File: src/rtl/ifetch_queue.sv
// ifetch_queue: PC-to-decode fetch front end with a DEPTH-slot in-order response queue,
// credit-based request issue and redirect flush. Define IFQ_MISALIGN_CHECK_EN to add id_misalign_o.
module ifetch_queue #(
  parameter int unsigned DEPTH = 2
) (
  input  logic        clk_i,
  input  logic        rst_ni,
  input  logic [31:0] pc_i,
  input  logic        redirect_i,
  output logic        pc_stall_o,
  output logic        imem_req_valid_o,
  input  logic        imem_req_ready_i,
  output logic [31:0] imem_req_addr_o,
  input  logic        imem_rsp_valid_i,
  input  logic [31:0] imem_rsp_data_i,
  output logic        id_valid_o,
  input  logic        id_ready_i,
  output logic [31:0] id_pc_o,
  output logic [31:0] id_instr_o
`ifdef IFQ_MISALIGN_CHECK_EN
  ,
  output logic        id_misalign_o
`endif
);

  localparam int unsigned PW = $clog2(DEPTH);
  localparam int unsigned CW = PW + 1;
  localparam logic [CW:0] DEPTH_W = (CW+1)'(DEPTH);

  logic [31:0]      slotPc_q    [DEPTH];
  logic [31:0]      slotInstr_q [DEPTH];
  logic [DEPTH-1:0] slotFilled_q, slotFilled_d;
  logic [PW-1:0]    head_q, head_d, tail_q, tail_d;
  logic [CW-1:0]    count_q, count_d, dropCnt_q, dropCnt_d;

  logic [CW:0]      inUse;
  logic             credit, misalignPc, canIssue, fire, fakeAlloc, alloc, pop;
  logic [CW-1:0]    unfilledCnt;
  logic [PW-1:0]    fillIdx, idx;
  logic             fillFound, rspDrop, rspWrite, rspConsumed;

`ifdef IFQ_MISALIGN_CHECK_EN
  logic [DEPTH-1:0] slotMis_q;
  assign misalignPc    = (pc_i[1:0] != 2'b00);
  assign id_misalign_o = slotMis_q[head_q];
`else
  assign misalignPc = 1'b0;
`endif

  // Outstanding work includes responses still owed to flushed requests.
  assign inUse    = {1'b0, count_q} + {1'b0, dropCnt_q};
  assign credit   = (inUse < DEPTH_W);
  assign canIssue = rst_ni & ~redirect_i & credit;

  assign imem_req_valid_o = canIssue & ~misalignPc;
  assign imem_req_addr_o  = pc_i;
  assign fire             = imem_req_valid_o & imem_req_ready_i;
  assign fakeAlloc        = canIssue & misalignPc;
  assign alloc            = fire | fakeAlloc;
  assign pc_stall_o       = ~rst_ni | (~redirect_i & ~alloc);

  assign id_valid_o = slotFilled_q[head_q] & (count_q != '0) & ~redirect_i;
  assign id_pc_o    = slotPc_q[head_q];
  assign id_instr_o = slotInstr_q[head_q];
  assign pop        = id_valid_o & id_ready_i;

  // Oldest unfilled slot receives the next response; pre-filled slots may sit in between.
  always_comb begin
    unfilledCnt = '0;
    fillIdx     = head_q;
    fillFound   = 1'b0;
    idx         = '0;
    for (int i = 0; i < int'(DEPTH); i++) begin
      idx = head_q + PW'(i);
      if ((CW'(i) < count_q) && !slotFilled_q[idx]) begin
        unfilledCnt = unfilledCnt + CW'(1);
        if (!fillFound) begin
          fillIdx   = idx;
          fillFound = 1'b1;
        end
      end
    end
  end

  assign rspDrop     = imem_rsp_valid_i & (dropCnt_q != '0);
  assign rspWrite    = imem_rsp_valid_i & (dropCnt_q == '0) & fillFound & ~redirect_i;
  assign rspConsumed = imem_rsp_valid_i & ((dropCnt_q != '0) | fillFound);

  always_comb begin
    head_d       = head_q;
    tail_d       = tail_q;
    count_d      = count_q;
    dropCnt_d    = dropCnt_q;
    slotFilled_d = slotFilled_q;
    if (redirect_i) begin
      head_d       = '0;
      tail_d       = '0;
      count_d      = '0;
      slotFilled_d = '0;
      dropCnt_d    = dropCnt_q + unfilledCnt - CW'(rspConsumed);
    end else begin
      if (rspDrop) begin
        dropCnt_d = dropCnt_q - CW'(1);
      end
      if (pop) begin
        slotFilled_d[head_q] = 1'b0;
        head_d               = head_q + PW'(1);
      end
      if (alloc) begin
        slotFilled_d[tail_q] = fakeAlloc;
        tail_d               = tail_q + PW'(1);
      end
      if (rspWrite) begin
        slotFilled_d[fillIdx] = 1'b1;
      end
      count_d = count_q + CW'(alloc) - CW'(pop);
    end
  end

  always_ff @(posedge clk_i or negedge rst_ni) begin
    if (!rst_ni) begin
      head_q       <= '0;
      tail_q       <= '0;
      count_q      <= '0;
      dropCnt_q    <= '0;
      slotFilled_q <= '0;
    end else begin
      head_q       <= head_d;
      tail_q       <= tail_d;
      count_q      <= count_d;
      dropCnt_q    <= dropCnt_d;
      slotFilled_q <= slotFilled_d;
    end
  end

  always_ff @(posedge clk_i or negedge rst_ni) begin
    if (!rst_ni) begin
      for (int i = 0; i < int'(DEPTH); i++) begin
        slotPc_q[i]    <= '0;
        slotInstr_q[i] <= '0;
      end
    end else begin
      if (alloc) begin
        slotPc_q[tail_q]    <= pc_i;
        slotInstr_q[tail_q] <= '0;
      end
      if (rspWrite) begin
        slotInstr_q[fillIdx] <= imem_rsp_data_i;
      end
    end
  end

`ifdef IFQ_MISALIGN_CHECK_EN
  always_ff @(posedge clk_i or negedge rst_ni) begin
    if (!rst_ni) begin
      slotMis_q <= '0;
    end else if (alloc) begin
      slotMis_q[tail_q] <= fakeAlloc;
    end
  end
`endif

endmodule

File: config.mk
export PLATFORM = sky130hd
export DESIGN_NAME = ifetch_queue
export DESIGN_NICKNAME = d
export VERILOG_FILES = /design/src/rtl/ifetch_queue.sv
export SDC_FILE = /design/constraint.sdc
export NUM_CORES = 1
export LEC_CHECK = 0
export CORE_MARGIN = 10
export CORE_UTILIZATION = 55
export DETAILED_ROUTE_END_ITERATION = 10
export DONT_BUFFER_PORTS = 1
export GPL_TIMING_DRIVEN = 0
export PLACE_DENSITY = 0.73
export SLEW_MARGIN = 10
export SYNTH_ARGS = -nofsm -noshare
export SYNTH_HDL_FRONTEND = slang
export SYNTH_SLANG_ARGS = --single-unit
export TNS_END_PERCENT = 50
File: constraint.sdc
create_clock -name clk_i -period 2.2 [get_ports clk_i]
set_input_delay 0.22 -clock clk_i [delete_from_list [all_inputs] [get_ports clk_i]]
set_output_delay 0.22 -clock clk_i [all_outputs]
set_load 0.01 [all_outputs]
==> impl_metrics.py, run 1 <==
metrics = {
    "status": {
        "status": "finished, violations left",
        "failed_checks": "hold timing, setup timing",
    },
    "cts": {
        "num_clock_sinks": 136,
        "clk_root_buffer_cell": "sky130_fd_sc_hd__clkbuf_16",
        "cts.path.max_buffers": 2,
        "tritoncts.num_buffers": 17,
        "later_pin_clock_latency_in_the_skew_report_ns": 0.41,
        "clk_pin_slew_ns": 0.06,
        "cts_tree": "built",
        "cts_max_level": 4,
    },
    "sta": {
        "worst_clock_skew_ns": 0.00576,
        "tmin_final_ns": 2.66,
        "setup_tns_ns": -49.24,
        "final_max_slew_viol_count": 0,
        "whs_ns": -0.507,
        "total_of_endpoints_with_negative_setup_slack_in_the_final_report": 136,
        "relSlewSlack_pct": 52.9,
        "finalCritPeriodShare_pct": 121,
        "worst-slew-pin-transition_ns": 0.702,
        "rsz0062_at_grt": "yes",
        "fmax_ghz": 0.377,
        "hold_violations": 136,
        "setup_ws_ns": -0.456,
    },
    "critical_path": {
        "crit_path_buf_inv_count": 2,
        "timing_worst_setup_path_type": "register to register",
        "setup.worst_path.end_class": "register",
        "crit_fanout": 10,
        "cpMaxStageDelayCell": "sky130_fd_sc_hd__nor4b_4",
        "crit_family": "simple AND/OR/NAND/NOR gates",
        "start_kind": "register",
        "arrival_ns": 2.95,
        "worstPathRequired_ns": 2.50,
        "critPathMaxStageDelay_ns": 0.52,
        "timing.critical_path.cells": "and2_4, fa_1, nor4b_4, nand3b_1, buf_6, buf_12, mux2_4",
    },
    "cells_and_area": {
        "drive_gt1_share_pct": 43.5,
        "fillCellCount": 749,
        "post-route-util_pct": 75.9,
        "multi_input_comb_area_um2": 3280,
        "most-common-layout-cells": "sky130_fd_sc_hd__dfrtp_1, sky130_fd_sc_hd__mux2_2, sky130_fd_sc_hd__dlygate4sd3_1, sky130_fd_sc_hd__mux2_4, sky130_fd_sc_hd__inv_1",
        "mostFrequentLayoutCell": "sky130_fd_sc_hd__dfrtp_1",
        "sequential_cell_area_um2": 3400,
        "antennaDiodeCount": 0,
        "areaGrowthSynthToFinish_pct": 33.9,
        "num-nets-final": 762,
    },
    "floorplanning": {
        "core_area_um2": 12100,
        "rows": 40,
        "die_h_um": 132,
        "floorplan.io_pins": 169,
        "floorplan.die_area_um2": 17300,
        "floorplan.die.width_um": 132,
        "starting_density_pct": 56.7,
    },
    "synthesis": {
        "yosys.cell_types.count": 37,
        "synthesis.instances": 583,
        "netlist_area_um2": 6860,
        "synth-seq-area-share_pct": 49.6,
        "synth-warning-count": 0,
        "synthesis.nets": 661,
        "flip_flop_and_latch_count_after_synthesis": 136,
        "mean_instance_size_in_the_synthesized_netlist_um2": 11.8,
    },
    "global_routing": {
        "grt_pass1_vias": 5214,
        "grt_antenna_before_repair": 0,
        "grt_max_degree": 139,
        "grt_pass1_wl_mm": 29.2,
        "overflow_after_grt": 0,
        "global_route.usage.total_pct": 21.0,
    },
    "detailed_routing": {
        "route.antenna.remaining_nets": 0,
        "wl_per_cell_um": 21.3,
        "finalWirelength_mm": 18.4,
        "remaining_drc_errors": 0,
        "via_density_per_instance": 5.43,
        "vias": 4696,
        "drt-pass1-iter-count": 5,
        "first_iter_violations": 299,
    },
    "place": {
        "place.gp.congestion": 0.798,
        "place_worst_setup_slack_ns": -0.577,
        "hpwlAfterDp_mm": 11.4,
        "buffer_ports.inserted": 0,
    },
    "power": {
        "leakage_nw": 4.54,
        "total_power_mw": 8.22,
        "powerDensity_nw_per_um2": 895,
        "irDropWorstVdd_uv": 742,
    },
    "min_path": {
        "worstHoldPathType": "input port to asynchronous set/reset pin",
    },
    "flow_run": {
        "max-cap-violations": 0,
    },
}
==> flip-flops by register name (all words and copies together), names as in the netlist <==
signal / count
slotInstr_q: 64
slotFilled_q: 2
count_q: 2
tail_q: 1
slotPc_q: 64
dropCnt_q: 2
head_q: 1
==> timing repair <==
action,in CTS,in global routing
gates resized for setup,116,50
setup endpoints to repair,146,147
cloned,5,2
hold buffers,63,1
pin swaps,30,12
endpoints found under the hold margin,264,138
buffers inserted,9,2
==> report_power, final <==
part | switching (mW) | internal [mW] | total, mW
Combinational | 0.944 | 1.24 | 2.19
Sequential | 0.361 | 3.06 | 3.42
Clock | 1.04 | 1.57 | 2.61
==> layer usage <==
| metal | global-route usage (%) | part of all wire, % | vias to the layer above |
|---|---|---|---|
| met2 | 36.0 | 51 | 153 |
| met1 | 24.1 | 40 | 2409 |
| met4 | 6.12 | 1.2 | 0 |
| li1 | - | - | 2116 |
| met3 | 7.36 | 7.1 | 18 |
| met5 | 0 | 0 | - |
==> layout make-up <==
type | instances | area share [%]
Buffer | 66 | 7.18
Clock buffer | 23 | 5.42
Clock inverter | 9 | 0.517
Inverter | 43 | 1.76
Multi-Input combinational cell | 338 | 35.7
Sequential cell | 136 | 37.0
Tap cell | 168 | 2.29
Timing Repair Buffer | 82 | 10.1
==> cell families after synthesis <==
kind of cell    count (synthesis)  share of synthesized area, %
fa+ha+maj                       8                          1.57
flops                         136                          49.6
simple gates                  116                          8.28
buf+inv                       109                          8.99
mux                           162                          26.9
xor+xnor                        6                         0.766
compound gates                 46                          3.90
==> path summary, 6_finish.rpt <==
check / slack [ns] / cells after the start / end / from
worst max-delay path: -0.46 / 7 / slotPc_q[48] / dropCnt_q[0]
worst min-delay path: -0.51 / 0 / slotPc_q[53] / rst_ni
worst max register to register: -0.46 / 7 / slotPc_q[48] / dropCnt_q[0]
worst min register to register: 0.51 / 1 / slotPc_q[1] / slotPc_q[1]
max in group asynchronous: 2.51 / 0 / slotInstr_q[48] / rst_ni
min in group clk_i: 0.05 / 2 / head_q / id_ready_i
==> per-stage QoR <==
step | area (µm²) | instances
6_report | 9190 | 865
5_1_grt | 9190 | 865
4_1_cts | 8900 | 860
3_5_place_dp | 7150 | 751
3_3_place_gp | 7150 | 751
2_1_floorplan | 6940 | 583
==> synthesized netlist by cell type, drive strengths merged <==
cell type    n  area share (%)
dfrtp      136              50
clkbuf      10            0.55
nand2       69             3.8
buf         56             6.1
a211oi       1            0.11
a31oi        1           0.091
fa           1            0.29
and2         1           0.091
o41ai        1            0.13
o21ai       34             2.5
mux2       128              22
xor2         1            0.13
nor2b        1           0.091
inv         43             2.4
xnor2        5            0.64
nor3         1           0.073
mux2i       34             5.0
nand4bb      1            0.16
a31o         2            0.26
nand3b       1            0.11
a21boi       1            0.11
or3b         1            0.13
nor4b        1            0.35
ha           7             1.3
and3         2            0.18
a221oi       1            0.22
a21bo        2            0.29
nand2b      34             3.1
nor2         4            0.22
a21oi        3            0.22
Note: power is estimated with default switching activity, not from simulation.
==> run 2, diff against run 1 <==
--- a/config.mk
+++ b/config.mk
@@ -10,6 +10,7 @@
 export DETAILED_ROUTE_END_ITERATION = 10
 export DONT_BUFFER_PORTS = 1
 export GPL_TIMING_DRIVEN = 0
+export HOLD_SLACK_MARGIN = 0.08
 export PLACE_DENSITY = 0.73
 export SLEW_MARGIN = 10
 export SYNTH_ARGS = -nofsm -noshare
==> run 2 against run 1 <==
Sequential share of layout area down 0.13 points. Flip-flop and latch count is the same. The flow still finishes with violations (hold timing, setup timing). Sequential power hardly changed. Power about the same. Critical path type unchanged.
==> impl_metrics.py, run 2 (same netlist as run 1, synthesis figures left out) <==
metrics = {
    "critical_path": {
        "crit_fanout": 10,
        "crit_path_start": "dropCnt_q[0]",
        "cpMaxStageDelayCell": "sky130_fd_sc_hd__nor4b_4",
        "setup.worst_path.end_class": "register",
        "arrival_ns": 2.94,
        "crit_path_buf_inv_count": 2,
        "timing.critical_path.cells": "and2_4, fa_1, nor4b_4, nand3b_1, buf_6, buf_12, mux2_4",
        "critPathMaxStageDelay_ns": 0.52,
        "crit_family": "simple AND/OR/NAND/NOR gates",
        "worstPathRequired_ns": 2.49,
        "worst_r2r_startpoint": "dropCnt_q[0]",
        "timing_worst_setup_path_type": "register to register",
        "start_kind": "register",
    },
    "cts": {
        "cts.path.max_buffers": 2,
        "cts_tree": "built",
        "later_pin_clock_latency_in_the_skew_report_ns": 0.41,
        "cts_max_level": 4,
        "clk_pin_slew_ns": 0.06,
        "tritoncts.num_buffers": 17,
        "clk_root_buffer_cell": "sky130_fd_sc_hd__clkbuf_16",
        "num_clock_sinks": 136,
    },
    "global_routing": {
        "grt_pass1_vias": 5216,
        "grt_pass1_wl_mm": 29.3,
        "grt_antenna_before_repair": 0,
        "global_route.usage.total_pct": 21.0,
        "grt_max_degree": 139,
        "overflow_after_grt": 0,
    },
    "cells_and_area": {
        "multi_input_comb_area_um2": 3290,
        "most-common-layout-cells": "sky130_fd_sc_hd__dfrtp_1, sky130_fd_sc_hd__mux2_2, sky130_fd_sc_hd__dlygate4sd3_1, sky130_fd_sc_hd__mux2_4, sky130_fd_sc_hd__inv_1",
        "fin_cells": 867,
        "mostFrequentLayoutCell": "sky130_fd_sc_hd__dfrtp_1",
        "fillCellCount": 745,
        "layout_top_registers": "slotInstr_q x64, slotPc_q x64",
        "drive_gt1_share_pct": 43.6,
        "sequential_cell_area_um2": 3400,
        "antennaDiodeCount": 0,
        "post-route-util_pct": 76.1,
        "areaGrowthSynthToFinish_pct": 34.4,
        "post-route-cell-area_um2": 9220,
        "num-nets-final": 764,
    },
    "min_path": {
        "worstHoldPathType": "input port to asynchronous set/reset pin",
    },
    "flow_run": {
        "max-cap-violations": 0,
    },
    "floorplanning": {
        "die_h_um": 132,
        "starting_density_pct": 56.7,
        "floorplan.die.width_um": 132,
        "rows": 40,
        "core_area_um2": 12100,
        "floorplan.die_area_um2": 17300,
        "floorplan.io_pins": 169,
    },
    "sta": {
        "fmax_ghz": 0.377,
        "total_of_endpoints_with_negative_setup_slack_in_the_final_report": 135,
        "tmin_final_ns": 2.65,
        "final_max_slew_viol_count": 0,
        "setup_ws_ns": -0.450,
        "worst_clock_skew_ns": 0.00819,
        "rsz0062_at_grt": "yes",
        "worst-slew-pin-transition_ns": 0.710,
        "setup_tns_ns": -48.17,
        "whs_ns": -0.503,
        "finalCritPeriodShare_pct": 120,
        "relSlewSlack_pct": 52.3,
        "hold_violations": 136,
    },
    "power": {
        "total_power_mw": 8.22,
        "powerDensity_nw_per_um2": 892,
        "leakage_nw": 4.55,
        "irDropWorstVdd_uv": 732,
    },
    "place": {
        "place_worst_setup_slack_ns": -0.577,
        "placed_cells_incl_taps": 751,
        "place.gp.congestion": 0.798,
        "buffer_ports.inserted": 0,
        "hpwlAfterDp_mm": 11.4,
        "place_area_um2": 7150,
    },
    "detailed_routing": {
        "wl_per_cell_um": 21.3,
        "first_iter_violations": 264,
        "drt-pass1-iter-count": 4,
        "remaining_drc_errors": 0,
        "route.antenna.remaining_nets": 0,
        "via_density_per_instance": 5.41,
        "vias": 4692,
        "finalWirelength_mm": 18.5,
    },
    "status": {
        "failed_checks": "hold timing, setup timing",
        "status": "finished, violations left",
    },
}
-- run 2: changes by cell type in the layout (fill, tap and decap cells not counted) --
cell and change:
sky130_fd_sc_hd__dlygate4sd3_1 +2, sky130_fd_sc_hd__nand2b_1 -1, sky130_fd_sc_hd__nand2b_4 +1, sky130_fd_sc_hd__o21ai_1 -1, sky130_fd_sc_hd__o21ai_2 +1
-- run 2: cell type report --
class	count	area share (%)
clock buffer	23	5.40
multi-input combinational	338	35.7
tap	168	2.28
inverter	43	1.75
buffer	66	7.15
clock inverter	9	0.516
timing repair buffer	84	10.2
sequential	136	36.9
-- run 2: worst reg2reg max path: stages (launching register included) --
cell,delay (ns)
sky130_fd_sc_hd__dfrtp_1,0.39
sky130_fd_sc_hd__and2_4,0.17
sky130_fd_sc_hd__fa_1,0.49
sky130_fd_sc_hd__nor4b_4,0.52
sky130_fd_sc_hd__nand3b_1,0.28
sky130_fd_sc_hd__buf_6,0.23
sky130_fd_sc_hd__buf_12,0.16
sky130_fd_sc_hd__mux2_4,0.31
-- run 2: worst paths after layout --
| path | slack [ns] | end | cells after the start |
|---|---|---|---|
| setup / recovery | -0.45 | slotPc_q[48] | 7 |
| max in group asynchronous | 2.51 | slotInstr_q[10] | 0 |
| setup reg to reg | -0.45 | slotPc_q[48] | 7 |
| hold reg to reg | 0.51 | slotPc_q[1] | 1 |
| min in group clk_i | 0.14 | dropCnt_q[0] | 3 |
| hold / removal | -0.50 | slotPc_q[53] | 0 |
-- run 2: report_power, final --
part | internal (mW) | switching [mW] | total (mW) | leakage, nW
combinational | 1.25 | 0.945 | 2.19 | 2.45
sequential | 3.06 | 0.364 | 3.43 | 1.82
clock | 1.57 | 1.03 | 2.61 | 0.278
-- run 2: routing by layer --
metal / wire (µm) / track usage (%)
met1: 7480 / 24.2
met2: 9610 / 36.2
met3: 1260 / 7.24
met4: 162 / 6.12
met5: 0 / 0
-- run 2: repair_timing --
action,in CTS,in global routing
hold endpoints to repair,268,138
cloned,5,2
hold buffers,65,1
pin swaps,30,12
endpoints found under the setup margin,146,147
setup buffers,9,2
gates resized for setup,116,52
